`src/rtl/debounce_bank_pkg.sv`:
```
// -----------------------------------------------------------------------------
// debounce_bank_pkg
//   Shared constants for the front-panel button conditioner: default bank
//   geometry, timing defaults, the channel index names used by the control FSM,
//   and a helper that sizes the auto-repeat counter.
// -----------------------------------------------------------------------------
package debounce_bank_pkg;

    localparam int N_CH_DEF         = 9;
    localparam int TICK_DIV_DEF     = 2001;
    localparam int DEPTH_DEF        = 6;
    localparam int REPEAT_DELAY_DEF = 250;
    localparam int REPEAT_RATE_DEF  = 25;
    localparam logic [N_CH_DEF-1:0] REPEAT_MASK_DEF = 9'h003;

    // Front-panel channel assignment.
    localparam int CH_UP    = 0;
    localparam int CH_DOWN  = 1;
    localparam int CH_LEFT  = 2;
    localparam int CH_RIGHT = 3;
    localparam int CH_OK    = 4;
    localparam int CH_BACK  = 5;
    localparam int CH_MENU  = 6;
    localparam int CH_AUX0  = 7;
    localparam int CH_AUX1  = 8;

    // Width that holds the larger of the two repeat reloads without wrapping.
    function automatic int rcnt_width(input int delay, input int rate);
        int mx;
        mx = (delay > rate) ? delay : rate;
        return $clog2(mx + 1);
    endfunction

endpackage

```
`src/rtl/debounce_bank_channel.sv`:
```
// -----------------------------------------------------------------------------
// debounce_channel
//   One button channel: 2-FF synchroniser, DEPTH-deep sample history advanced
//   on the shared tick, debounced level with registered rise/fall pulses, and
//   an optional auto-repeat down-counter that adds extra press pulses while the
//   key is held.
// Ports
//   clk      in   system clock
//   reset    in   synchronous, active-high reset
//   tick_i   in   shared sample strobe (one clk wide)
//   btn_i    in   raw asynchronous button, active-high
//   level_o  out  debounced level
//   rise_o   out  one-clk pulse on level 0->1
//   fall_o   out  one-clk pulse on level 1->0
//   press_o  out  one-clk pulse on rise or auto-repeat event
// -----------------------------------------------------------------------------
module debounce_channel
    import debounce_bank_pkg::*;
#(
    parameter int DEPTH        = DEPTH_DEF,
    parameter int REPEAT_DELAY = REPEAT_DELAY_DEF,
    parameter int REPEAT_RATE  = REPEAT_RATE_DEF,
    parameter bit REPEAT_EN    = 1'b0
) (
    input  logic clk,
    input  logic reset,
    input  logic tick_i,
    input  logic btn_i,
    output logic level_o,
    output logic rise_o,
    output logic fall_o,
    output logic press_o
);

    localparam int RW = rcnt_width(REPEAT_DELAY, REPEAT_RATE);
    localparam logic [RW-1:0] R_DELAY = RW'(REPEAT_DELAY);
    localparam logic [RW-1:0] R_RATE  = RW'(REPEAT_RATE);
    localparam logic [RW-1:0] R_ONE   = RW'(1);

    logic             sync1_q, sync2_q;
    logic [DEPTH-1:0] hist_q, hist_d, new_hist;
    logic             level_q, level_d;
    logic             rise_q, rise_d;
    logic             fall_q, fall_d;
    logic             press_q, press_d;
    logic [RW-1:0]    rcnt_q, rcnt_d;
    logic             hold_en;
    logic             rep_fire;

    always_comb begin
        new_hist = {hist_q[DEPTH-2:0], sync2_q};
        rise_d   = tick_i & (&new_hist) & ~level_q;
        fall_d   = tick_i & ~(|new_hist) & level_q;
        // Level is high and stays high on this tick: the only ticks that may
        // advance the repeat counter.
        hold_en  = tick_i & level_q & ~fall_d;
        rep_fire = REPEAT_EN & hold_en & (rcnt_q == R_ONE);
        press_d  = rise_d | rep_fire;

        hist_d   = tick_i ? new_hist : hist_q;
        level_d  = level_q;
        if (rise_d) begin
            level_d = 1'b1;
        end else if (fall_d) begin
            level_d = 1'b0;
        end

        rcnt_d = rcnt_q;
        if (REPEAT_EN) begin
            if (rise_d) begin
                rcnt_d = R_DELAY;
            end else if (fall_d) begin
                rcnt_d = '0;
            end else if (rep_fire) begin
                rcnt_d = R_RATE;
            end else if (hold_en && (rcnt_q != '0)) begin
                rcnt_d = rcnt_q - R_ONE;
            end
        end
    end

    always_ff @(posedge clk) begin
        if (reset) begin
            sync1_q <= 1'b0;
            sync2_q <= 1'b0;
            hist_q  <= '0;
            level_q <= 1'b0;
            rise_q  <= 1'b0;
            fall_q  <= 1'b0;
            press_q <= 1'b0;
            rcnt_q  <= '0;
        end else begin
            sync1_q <= btn_i;
            sync2_q <= sync1_q;
            hist_q  <= hist_d;
            level_q <= level_d;
            rise_q  <= rise_d;
            fall_q  <= fall_d;
            press_q <= press_d;
            rcnt_q  <= rcnt_d;
        end
    end

    assign level_o = level_q;
    assign rise_o  = rise_q;
    assign fall_o  = fall_q;
    assign press_o = press_q;

endmodule

```
`src/rtl/debounce_bank.sv`:
```
// -----------------------------------------------------------------------------
// debounce_bank
//   Multi-channel push-button conditioner for the front panel. A shared
//   prescaler produces the slow sample tick; each channel is debounced by its
//   own debounce_channel instance, with auto-repeat enabled per REPEAT_MASK.
// Ports
//   clk     in   system clock
//   reset   in   synchronous, active-high reset
//   btn_in  in   [N_CH] raw asynchronous buttons, active-high
//   level   out  [N_CH] debounced level
//   rise    out  [N_CH] one-clk pulse on level 0->1
//   fall    out  [N_CH] one-clk pulse on level 1->0
//   press   out  [N_CH] one-clk pulse on rise or auto-repeat
//   tick    out  shared one-clk sample strobe
// -----------------------------------------------------------------------------
module debounce_bank
    import debounce_bank_pkg::*;
#(
    parameter int N_CH         = N_CH_DEF,
    parameter int TICK_DIV     = TICK_DIV_DEF,
    parameter int DEPTH        = DEPTH_DEF,
    parameter int REPEAT_DELAY = REPEAT_DELAY_DEF,
    parameter int REPEAT_RATE  = REPEAT_RATE_DEF,
    parameter logic [N_CH-1:0] REPEAT_MASK = N_CH'(REPEAT_MASK_DEF)
) (
    input  logic            clk,
    input  logic            reset,
    input  logic [N_CH-1:0] btn_in,
    output logic [N_CH-1:0] level,
    output logic [N_CH-1:0] rise,
    output logic [N_CH-1:0] fall,
    output logic [N_CH-1:0] press,
    output logic            tick
);

    localparam int CW = $clog2(TICK_DIV);
    localparam logic [CW-1:0] CNT_LAST = CW'(TICK_DIV - 1);

    logic [CW-1:0] cnt_q, cnt_d;

    always_comb begin
        cnt_d = (cnt_q == CNT_LAST) ? '0 : cnt_q + CW'(1);
    end

    always_ff @(posedge clk) begin
        if (reset) begin
            cnt_q <= '0;
        end else begin
            cnt_q <= cnt_d;
        end
    end

    // Decoded from the counter so the strobe lines up with the wrap cycle.
    assign tick = (cnt_q == CNT_LAST);

    for (genvar i = 0; i < N_CH; i++) begin : g_ch
        debounce_channel #(
            .DEPTH        (DEPTH),
            .REPEAT_DELAY (REPEAT_DELAY),
            .REPEAT_RATE  (REPEAT_RATE),
            .REPEAT_EN    (REPEAT_MASK[i])
        ) u_ch (
            .clk     (clk),
            .reset   (reset),
            .tick_i  (tick),
            .btn_i   (btn_in[i]),
            .level_o (level[i]),
            .rise_o  (rise[i]),
            .fall_o  (fall[i]),
            .press_o (press[i])
        );
    end

endmodule
```
`config.mk`:
```
export PLATFORM = sky130hd
export DESIGN_NAME = debounce_bank
export DESIGN_NICKNAME = d
export VERILOG_FILES = /design/src/rtl/debounce_bank_pkg.sv /design/src/rtl/debounce_bank_channel.sv /design/src/rtl/debounce_bank.sv
export SDC_FILE = /design/constraint.sdc
export NUM_CORES = 1
export LEC_CHECK = 0
export BUFFER_PORTS_ARGS = -buffer_cell sky130_fd_sc_hd__buf_4
export CAP_MARGIN = 5
export CORE_UTILIZATION = 36
export CTS_CLUSTER_DIAMETER = 30
export DETAILED_ROUTE_END_ITERATION = 8
export PLACE_DENSITY = 0.52
export RECOVER_POWER = 50
export SYNTH_ARGS = -nofsm -noshare
export SYNTH_HDL_FRONTEND = slang
export SYNTH_SLANG_ARGS = --single-unit
```
`constraint.sdc`:
```
create_clock -name clk -period 2 [get_ports clk]
set_input_delay 0.2 -clock clk [delete_from_list [all_inputs] [get_ports clk]]
set_output_delay 0.2 -clock clk [all_outputs]
set_load 0.02 [all_outputs]
```
# Word level (Yosys, flattened, before mapping)
# Index checks and enable logic that the tools add are counted.
[classes]
reduce_logical = 40
n_eq_ne = 3
bitwise = 64
muxes = 26
addsub = 3
[ops]
columns = ["cell", "count"]
rows = [
  ["2-to-1 mux 8 bit", 8],
  ["AND reduction 6 bit", 9],
  ["OR reduction 6 bit", 9],
  ["AND 1 bit", 42],
  ["nonzero test 2 bit", 11],
  ["NOT 1 bit", 20],
  ["2-to-1 mux 1 bit", 18],
  ["== test 8 x 1 -> 1 bit, second input constant", 2],
  ["nonzero test 8 bit", 2],
  ["subtractor 8 x 1 -> 8 bit, second input constant", 2],
  ["adder 11 x 1 -> 11 bit, second input constant", 1],
  ["== test 11 bit, second input constant", 1],
  ["nonzero test 4 bit", 2],
  ["OR reduction 4 bit", 2],
  ["OR reduction 3 bit", 2],
  ["logical AND 1 bit", 2],
  ["OR 1 bit", 2],
  ["OR reduction 2 bit", 1],
]
[totals]
reg_bits = 119
out_inout_bits = 37

# Depth between registers and ports, before layout
[logic_depth]
ltp_word = 11
mapped_depth = 9
ltp_nobuf = 8

# Cells and area by module
# Synthesis repeated with hierarchy kept, for this count alone.
[hier_totals]
hier_cells = 521
area_unflattened_um2 = 5137.4
[by_module_without_submodules]
columns = ["module", "area_each_um2", "seq_area_each_um2", "n_inst", "cells_each"]
rows = [
  ["debounce_channel (g_ch[2].u_ch ...)", 379.1, 200.2, 7, 35],
  ["debounce_channel (g_ch[0].u_ch ...)", 979.7, 380.4, 2, 108],
  ["debounce_bank", 524.3, 220.2, 1, 60],
]

# Worst setup path before layout
# OpenSTA, ideal clock, no wires.
[synth_timing]
kind = "register to register"
from = "reg g_ch[1].u_ch.rcnt_q[1]"
to = "reg g_ch[1].u_ch.rcnt_q[3]"
synth_period_minus_slack_ps = 1873
path_buffers = 0
required_ps = 1926
path_stages_with_launch = 8
slack_ps = 127
arrival_ps = 1799
cell_sequence = "dfxtp_1 inv_1 ha_1 or4b_2 a211oi_1 a2bb2oi_1 o21ai_0 a31oi_1"
[synth_via]
elab_chain_len = 5
elab_cells_between_ends = 10
classes_between = "1 x add/sub; 1 x eq/ne; 4 x mux; 1 x bitwise; 3 x reduce/logical"
[synth_rtl]
columns = ["element", "line_no", "source"]
rows = [
  ["from (decl)", "debounce_bank_channel.sv:46", "logic [RW-1:0] rcnt_q, rcnt_d;"],
  ["from (signal assigned)", "debounce_bank_channel.sv:100", "rcnt_q <= rcnt_d;"],
  ["subtractor 8 x 1 -> 8 bit / == test 8 x 1 -> 1 bit (equally long branches)", "debounce_bank_channel.sv:77, debounce_bank_channel.sv:57", ""],
  ["2-to-1 mux 8 bit / AND 1 bit (equally long branches)", "debounce_bank_channel.sv:76, debounce_bank_channel.sv:57", ""],
  ["2-to-1 mux 8 bit", "debounce_bank_channel.sv:74", "end else if (rep_fire) begin"],
  ["2-to-1 mux 8 bit", "debounce_bank_channel.sv:72", "end else if (fall_d) begin"],
  ["2-to-1 mux 8 bit", "debounce_bank_channel.sv:70", "if (rise_d) begin"],
]
# Several ways; a longest one is shown, not always the timed one. The select of a mux whose other input is x is not followed.
# A chain may end at the register's enable or synchronous reset.

# Worst setup path in the final report
[layout_timing]
from = "reg g_ch[1].u_ch.rcnt_q[0]"
to = "reg g_ch[1].u_ch.rcnt_q[4]"
# Same word-level chain as after synthesis.

==> metrics.txt <==
outcome=finished with violations; violated checks=DRC; register area share after synthesis=47.0%; Required @ worst endpoint=2.33 ns; Skew-Pair Late Insertion Delay=0.41 ns; share of the synthesized area in the top cell type=47.0%; First-pass DRT Iterations=6; FF+latch area=2390 µm²; startpoint types=flip-flop; maximum vdd drop=0.525 mV; placed instance count=785; PwrDens=843 nW/µm²; Layout Cells excl Fill=827; number of antenna violations at the first check in global routing=0; Placed Area=5470 µm²; unrepaired setup endpoints after global routing=true; total CTS buffers=17; post-route cell area=6230 µm²; number of buffers added on ports=47; Row Count=43; Setup CP Type=reg2reg; crit-path cells=inv_1 > ha_1 > and3_1 > or3_1 > or3_1 > a31oi_1; top cells by area, synth=dfxtp_1 47%, nand2_1 8.2%, a21oi_1 5.4%; syn avg cell area=8.50 µm²; fin crit share=93.6%; Die ar.=14600 µm²; R2R Path Start=g_ch[1].u_ch.rcnt_q[0]; Setup TNS=0 ns; final hold vios=0; Setup-failing EPs final=0; drt total wl=11.3 mm; Synth Flop Type=dfxtp_1; ANT cells=0; Worst EP arrival=2.20 ns; final hold slack=0.0201 ns; max frequency=0.534 GHz; count leader, synth=dfxtp_1; IO Pins=48; cell family with most CP delay=simple AND/OR/NAND/NOR gates; critical path's most frequent cell=or3_1; Total Nets Final=656; R2R Path End=g_ch[1].u_ch.rcnt_q[4]; cell count of the worst reg-to-reg path=6; area leader, netlist=dfxtp_1; Post-DRT Antenna Nets=0; Clock transition at path regs=0.05 ns; first-pass GRT wire length=18.9 mm; P_int=4150 µW; Leak=0.00229 µW; max_cap viols=0; hold crit path type=in2reg; layout cell share with drive strength beyond 1=21.2%; via/cell ratio=5.08; Detail Placement HPWL=7.04 mm; Mapped Cells=597; Switching Fraction=21.1%; Slowest-stage cell, CP=or3_1; filler cell count=1337; Reg power frac=45.8%; CP Launch Point=g_ch[1].u_ch.rcnt_q[0]; Psw=1110 µW; Logic pwr share=2.2%; area growth from synthesis to final layout=22.9%; part of the power in the clock network=51.9%; worst slew pin tran=0.791 ns; CTS tree=built; die width=121 µm; setup slack after layout=0.128 ns; Synth cell types=51; Post-Syn Nets=616; initial cell density of the core=36.7%; Period minus WS final=1.87 ns; pin count of the biggest net entering global routing=77; Post-synth ARST share=0%; max_slew headroom=47.3%; Synth Cell Area=5070 µm²; Max Slew Vio Count=0; clk buf depth=2; reg2reg setup slack=0.13 ns; clk sinks=119; chip height=121 µm; Hold Startpoint=btn_in[2]; WHS Endpoint=g_ch[2].u_ch.sync1_q; worst slack at placement=-0.0320 ns; routed vias=4202; number of cells on the critical path=6; GRT Overall Usage=16.4%; Core Area=13800 µm²; vias in the first global route=3992; clock root cell=clkbuf_16; crit-path max FO=6; number of synthesized flops with an enable pin=0; Hold Path Cell Cnt=2; synthesis warning total=0; CP bufs+invs=1; Synth top cells by count=119 x dfxtp_1, 111 x nand2_1, 55 x a21oi_1, 36 x buf_4, 31 x nor3_1; H-tree depth=4; clock skew=0.00854 ns; CP max stage delay=0.40 ns; Seq cells post-synth=119; drt drc=2; Placer Congestion=0.835; area occupied by multi-input gates=2330 µm²; GR Overflow Total=0; Initial DRC Count=263; routed len/inst=13.7 µm; CP Capture Type=flip-flop
worst register-to-register path, stage by stage, from the launching register on:
cell and delay (ns):
dfxtp_1 0.38, inv_1 0.08, ha_1 0.22, and3_1 0.23, or3_1 0.40, or3_1 0.31, a31oi_1 0.17
area by class of cell:
| class | count | share of cell area, % |
|---|---|---|
| Multi-Input combinational cell | 400 | 37.3 |
| Clock buffer | 19 | 7.11 |
| Tap cell | 180 | 3.61 |
| Timing Repair Buffer | 85 | 11.5 |
| Sequential cell | 119 | 38.3 |
| Clock inverter | 10 | 1.34 |
| Inverter | 14 | 0.883 |
registers in the layout, summed over array words and instances, names as in the netlist:
name	flops
g_ch.u_ch.level_o	9
g_ch.u_ch.rise_o	8
g_ch.u_ch.sync1_q	9
g_ch.u_ch.fall_o	9
g_ch.u_ch.rcnt_q	16
g_ch.u_ch.press_o	3
g_ch.u_ch.sync2_q	9
cnt_q	11
g_ch.u_ch.hist_q	45
layer usage:
| layer | part of all wire (%) | GRT usage [%] | vias to the layer above | wire (µm) |
|---|---|---|---|---|
| met4 | 1.5 | 7.64 | 0 | 174 |
| met2 | 48 | 27.3 | 106 | 5390 |
| met1 | 46 | 20.0 | 1948 | 5230 |
| li1 | - | - | 2131 | - |
| met3 | 4.6 | 4.01 | 17 | 525 |
| met5 | 0 | 0 | - | 0 |
power by group through the flow:
stage	Sequential, µW	Clock [µW]	Combinational, µW
2_1_floorplan	2460	0	65.3
3_3_place_gp	2460	0	104
3_5_place_dp	2460	0	104
4_1_cts	2410	2800	116
5_1_grt	2410	2910	130
6_report	2410	2730	118
cells by family (layout without fill, tap and decap cells):
| family | after synthesis | in the layout | share of synthesized area (%) |
|---|---|---|---|
| flip-flops | 119 | 119 | 47.0 |
| adder cells (fa/ha/maj) | 8 | 8 | 1.97 |
| AND/OR/NAND/NOR | 283 | 283 | 29.2 |
| AO/OA/AOI/OAI | 98 | 98 | 11.3 |
| buffers and inverters | 78 | 128 | 8.61 |
| XOR/XNOR | 11 | 11 | 1.90 |
through the flow:
step           util, %  power, µW
2_1_floorplan        -       2520
3_3_place_gp      39.6       2560
3_5_place_dp      39.6       2560
4_1_cts           44.2       5330
5_1_grt           45.1       5450
6_report          45.1       5250
placed cells by master, fill, tap and decap left out, types with 6 or more instances in the layout:
cell and count:
a31oi_1 8, a21oi_1 55, o21ai_0 12, nor3_1 29, xnor2_1 9, nand2_1 110, inv_1 13, clkbuf_16 18
nor2_1 26, and3_1 9, nor4_1 15, dlygate4sd3_1 7, ha_1 8, buf_4 73, nand4_1 12, nor2b_1 18
dfxtp_1 116, o211ai_1 6, nand3_1 14, clkinv_2 6
timing repair:
item	CTS	global route
buffers inserted	0	4
hold endpoints to repair	7	0
endpoints found under the setup margin	4	19
cloned	1	1
hold buffers	7	0
pin swaps	1	7
gates resized for setup	2	19
how the worst max path moves through the flow:
stage / endpoint
after floorplan: g_ch[1].u_ch.rcnt_q[3]
after global placement: g_ch[1].u_ch.rcnt_q[3]
after detailed placement: g_ch[1].u_ch.rcnt_q[3]
after CTS: tick
after global routing: g_ch[1].u_ch.rcnt_q[4]
final: g_ch[1].u_ch.rcnt_q[4]
Note: power is estimated with default switching activity, not from simulation.
